<file path="config.mk">
export PLATFORM = sky130hd
export DESIGN_NAME = exe_issue_queue
export DESIGN_NICKNAME = d
export VERILOG_FILES = /design/src/rtl/exe_issue_queue.sv
export SDC_FILE = /design/constraint.sdc
export NUM_CORES = 1
export LEC_CHECK = 0
export ABC_AREA = 1
export ABC_CLOCK_PERIOD_IN_PS = 4700
export CAP_MARGIN = 20
export CORE_ASPECT_RATIO = 1.2
export CORE_MARGIN = 2
export CORE_UTILIZATION = 60
export CTS_BUF_LIST = sky130_fd_sc_hd__clkbuf_8
export CTS_CLUSTER_DIAMETER = 50
export DETAILED_ROUTE_END_ITERATION = 8
export GPL_TIMING_DRIVEN = 0
export PLACE_DENSITY = 0.84
export SYNTH_ARGS = -nofsm -noshare
export SYNTH_HDL_FRONTEND = slang
export SYNTH_SLANG_ARGS = --single-unit
</file>
<file path="constraint.sdc">
create_clock -name i_clk -period 4.7 [get_ports i_clk]
set_input_delay 0.47 -clock i_clk [delete_from_list [all_inputs] [get_ports i_clk]]
set_output_delay 0.47 -clock i_clk [all_outputs]
set_load 0.02 [all_outputs]
</file>
<file path="src/rtl/exe_issue_queue.sv">
`default_nettype none
// ============================================================================
// Module   : exe_issue_queue
// Function : Circular FIFO of {oper, argA, argB} commands feeding an execution
//            unit with registered outputs, stall, flush and drop reporting.
//            Optional macro ISSUE_BYPASS_EN: empty-queue commands issue in 1 edge.
// Revision : 1.0  initial release
// ============================================================================
module exe_issue_queue #(
  parameter int m     = 4,
  parameter int n     = 2,
  parameter int DEPTH = 4
) (
  input  logic                       i_clk,
  input  logic                       i_rsn,
  input  logic                       i_valid,
  input  logic [n-1:0]               i_oper,
  input  logic [m-1:0]               i_argA,
  input  logic [m-1:0]               i_argB,
  input  logic                       i_stall,
  input  logic                       i_flush,
  output logic                       o_ready,
  output logic [n-1:0]               o_oper,
  output logic [m-1:0]               o_argA,
  output logic [m-1:0]               o_argB,
  output logic                       o_issue,
  output logic [$clog2(DEPTH):0]     o_count,
  output logic                       o_drop
);

  localparam int c_pw = $clog2(DEPTH);
  localparam int c_cw = c_pw + 1;
  localparam int c_ew = n + 2 * m;
  localparam logic [c_cw-1:0] c_depth   = c_cw'(DEPTH);
  localparam logic [c_cw-1:0] c_cnt_one = c_cw'(1);
  localparam logic [c_pw-1:0] c_ptr_one = c_pw'(1);

  logic [c_ew-1:0] r_mem [DEPTH];
  logic [c_pw-1:0] r_wptr;
  logic [c_pw-1:0] r_rptr;
  logic [c_cw-1:0] r_count;

  logic            w_bypass;
  logic            w_push;
  logic            w_pop;
  logic [c_ew-1:0] w_head;

  assign o_ready = (r_count < c_depth);
  assign o_count = r_count;

`ifdef ISSUE_BYPASS_EN
  // Empty queue and a free execution unit: hand the command straight over.
  assign w_bypass = (r_count == '0) & i_valid & ~i_stall;
`else
  assign w_bypass = 1'b0;
`endif

  assign w_push = i_valid & o_ready & ~w_bypass & ~i_flush;
  assign w_pop  = (r_count != '0) & ~i_stall & ~i_flush;
  assign w_head = r_mem[r_rptr];

  // Entries carry no reset; they are only read once counted as valid.
  always_ff @(posedge i_clk) begin
    if (w_push) begin
      r_mem[r_wptr] <= {i_oper, i_argA, i_argB};
    end
  end

  always_ff @(posedge i_clk or negedge i_rsn) begin
    if (!i_rsn) begin
      r_wptr  <= '0;
      r_rptr  <= '0;
      r_count <= '0;
      o_oper  <= '0;
      o_argA  <= '0;
      o_argB  <= '0;
      o_issue <= 1'b0;
      o_drop  <= 1'b0;
    end else if (i_flush) begin
      r_wptr  <= '0;
      r_rptr  <= '0;
      r_count <= '0;
      o_issue <= 1'b0;
      o_drop  <= 1'b0;
    end else begin
      o_drop  <= i_valid & ~o_ready;
      o_issue <= w_pop | w_bypass;
      if (w_bypass) begin
        o_oper <= i_oper;
        o_argA <= i_argA;
        o_argB <= i_argB;
      end else if (w_pop) begin
        {o_oper, o_argA, o_argB} <= w_head;
      end
      if (w_push) begin
        r_wptr <= r_wptr + c_ptr_one;
      end
      if (w_pop) begin
        r_rptr <= r_rptr + c_ptr_one;
      end
      case ({w_push, w_pop})
        2'b10:   r_count <= r_count + c_cnt_one;
        2'b01:   r_count <= r_count - c_cnt_one;
        default: r_count <= r_count;
      endcase
    end
  end

endmodule
`default_nettype wire

</file>
==> reports/qor.txt <==
Setup repair after global routing missed its margin = false
First drt pass iteration count = 4
CTS buffer count = 9
Per-instance average area after synthesis = 11.58 sq um
Average routed wire per standard cell = 15.00 um
Fraction of the yosys area taken by sequential cells = 0.6929
Top library cells by usage in the layout, fill and taps aside = sky130_fd_sc_hd__nand2_1 (40), sky130_fd_sc_hd__edfxtp_1 (40), sky130_fd_sc_hd__clkdlybuf4s50_1 (30)
Layout area overhead = 24.56%
First-pass GRT wire length = 7.196 mm
Vias post-DR = 1672
Grt ovf = 0
Final HPWL DP = 2.940 mm
Buffers inserted during post-CTS setup optimization = 0
Final min period = 2.373 ns
Max Slew Vio Count = 0
Number of buffers on the longest clock path = 2
Setup Viol. Count Final = 0
# nets final = 270
Data required time of the critical path = 4.65 ns
Weighted congestion reported at the end of routability-driven placement = 0.8783
Maximum capacitance violations = 0
Synthesized Nets = 229
Number of warnings printed during yosys synthesis = 0
GR Util All Layers = 0.2325
Run status = finished, final reports clean
Total negative slack for setup checks = 0 ns
Full die area = 4559 sq um
Arrival time reported for the critical path endpoint = 2.32 ns
Final Hold Slack = 0.4818 ns
Avg Vias per Cell = 5.411
Clock root buffer master = sky130_fd_sc_hd__clkbuf_8
Kind of critical path = in -> reg
CP Launch Type = input port
Total Routed Length = 4.634 mm
Top cells by area, synth = sky130_fd_sc_hd__edfxtp_1 (50%), sky130_fd_sc_hd__dfrtp_1 (20%), sky130_fd_sc_hd__nand2_1 (6.2%)
Post-Synthesis Cells = 209
Start of the worst register-to-register path = o_count[2]$_DFFE_PN0P_
Post-route fraction of the period consumed by the critical path = 0.5049
Worst slew pin tran = 1.043 ns
Die span in x = 61.97 um
Pwr Density = 452.7 nW/um^2
Beginning of the worst hold path = o_argA[2]$_DFFE_PN0P_
Worst vdd rail ir drop = 0.3284 mV
Share of cells above drive strength 1 = 0.1216
Setup slack of the critical path after layout = 2.327 ns
Maximum clock frequency = 421.4 MHz
Library cell occupying the most area in the post-synthesis netlist = sky130_fd_sc_hd__edfxtp_1
Setup slack at placement = 2.026 ns
TritonCTS clock tree = done
Worst-Skew Late Latency = 0.33 ns
Buffers added on ports = 30
Number of antenna cells inserted = 0
Count of hold buffers inserted by post-cts repair = 0
Reg-to-reg slack, setup = 2.62 ns
Total area of sequential cells = 1677 sq um
Fill cell instance count of the final layout = 227
Hold Violations, Final = 0
Max transition margin = 0.3021
Register bit count reported by yosys = 59
Share of the synthesized area in the top cell type = 0.4964
Sinks on the clock net = 59
Total area of multi-input combinational cells = 636.9 sq um
Netlist Area Pre-Place = 2420 sq um
Endpoint, Worst Hold = o_argA[2]$_DFFE_PN0P_
Hold Crit Class = reg -> reg
Worst reg-to-reg path cell count = 3
Maximum level of the CTS H-tree = 3
Clock input transition at the sequential cells of the worst setup and hold paths = 0.06 ns
Crit Reg-Reg Endpoint = r_mem[0][5]$_DFFE_PP_
Core Area = 3910 sq um
Maximum clock skew at final layout = 0.005884 ns
Number of instances resized during post-cts repair = 0
Number of I/O pins = 31
Maximum fanout along the worst path = 10
Pin count of the biggest net entering global routing = 20
Drt initial violations = 100
Crit end category = flop
Leakage = 0.001219 uW
Vertical die dimension = 73.57 um
Number of antenna-violating nets in the routed design = 0
Hold path depth = 2
Number of DRC violations after detailed routing = 0
Distinct cell type count after synthesis = 24
Initial Utilization = 0.6189
Number of antenna violations at the first check in global routing = 0
Number of global-route vias before repair = 1563
Number of placement rows = 25
==> registers in the layout, indices dropped and copies added (netlist names) <==
register and cells:
o_argB 4, o_drop 1, o_count 3, o_oper 2, r_wptr 2, o_issue 1, r_mem 40, r_rptr 2
o_argA 4
==> cell usage after synthesis, drive strengths merged <==
library cell and number:
a21oi 3, buf 2, clkbuf 5, dfrtp 19, edfxtp 40, fa 1, ha 4, inv 19
nand2 43, nand3 8, nand4 1, nor2 27, nor3 3, o21ai 24, o22ai 10
==> worst max-delay path, stage by stage <==
cell,delay (ns)
sky130_fd_sc_hd__clkdlybuf4s50_1,0.57
sky130_fd_sc_hd__nor3_2,0.38
sky130_fd_sc_hd__inv_2,0.10
sky130_fd_sc_hd__nor2_1,0.79
==> per-stage QoR <==
stage / cells / utilization / cell area [sq um] / power, uW
finish: 309 / 0.7709 / 3014 / 1365
global placement: 293 / 0.7130 / 2788 / 851.5
global route: 309 / 0.7709 / 3014 / 1426
CTS: 309 / 0.7709 / 3014 / 1375
floorplan: 209 / - / 2420 / 748.1
detailed placement: 293 / 0.7130 / 2788 / 860.1
==> logic make-up after synthesis <==
kind of cell               count (synthesis)  synth area share
DFF                                       59            0.6929
adders and majority gates                  5           0.02896
and+or+nand+nor                           82            0.1463
AOI/OAI and AO/OA                         37           0.08790
buffers and inverters                     26           0.04395
==> layout make-up <==
cell class              instances  share of cell area
clock buffers                  11             0.05023
plain buffers                   7             0.01162
multi-input cells             124              0.2113
inverters                      19             0.02366
clock inverters                 5             0.02491
flip-flops and latches         59              0.5562
well taps                      54             0.02242
repair buffers                 30             0.09963
==> report_power, final <==
part	total [uW]	internal [uW]	switching (uW)
Combinational	224	100	124
Sequential	628	604	24.5
Clock	512	324	188
==> routing by layer <==
layer / share of wire / track usage / up-vias
li1: - / - / 798
met1: 0.40 / 0.2642 / 798
met2: 0.53 / 0.3819 / 65
met3: 0.047 / 0.07746 / 11
met4: 0.025 / 0.1158 / 0
met5: 0 / 0 / -
==> worst max-delay path by stage <==
| stage | start | end | slack (ns) |
|---|---|---|---|
| 6_report | i_flush | r_mem[0][5]$_DFFE_PP_ | 2.33 |
| 5_1_grt | i_flush | r_mem[3][4]$_DFFE_PP_ | 2.26 |
| 4_1_cts | i_flush | r_mem[0][4]$_DFFE_PP_ | 2.35 |
| 3_5_place_dp | i_flush | r_mem[0][6]$_DFFE_PP_ | 2.03 |
| 3_3_place_gp | i_flush | r_mem[3][1]$_DFFE_PP_ | 2.07 |
| 2_1_floorplan | o_count[2]$_DFFE_PN0P_ | r_mem[0][0]$_DFFE_PP_ | 3.00 |
Power figures use the tool's default switching activity.
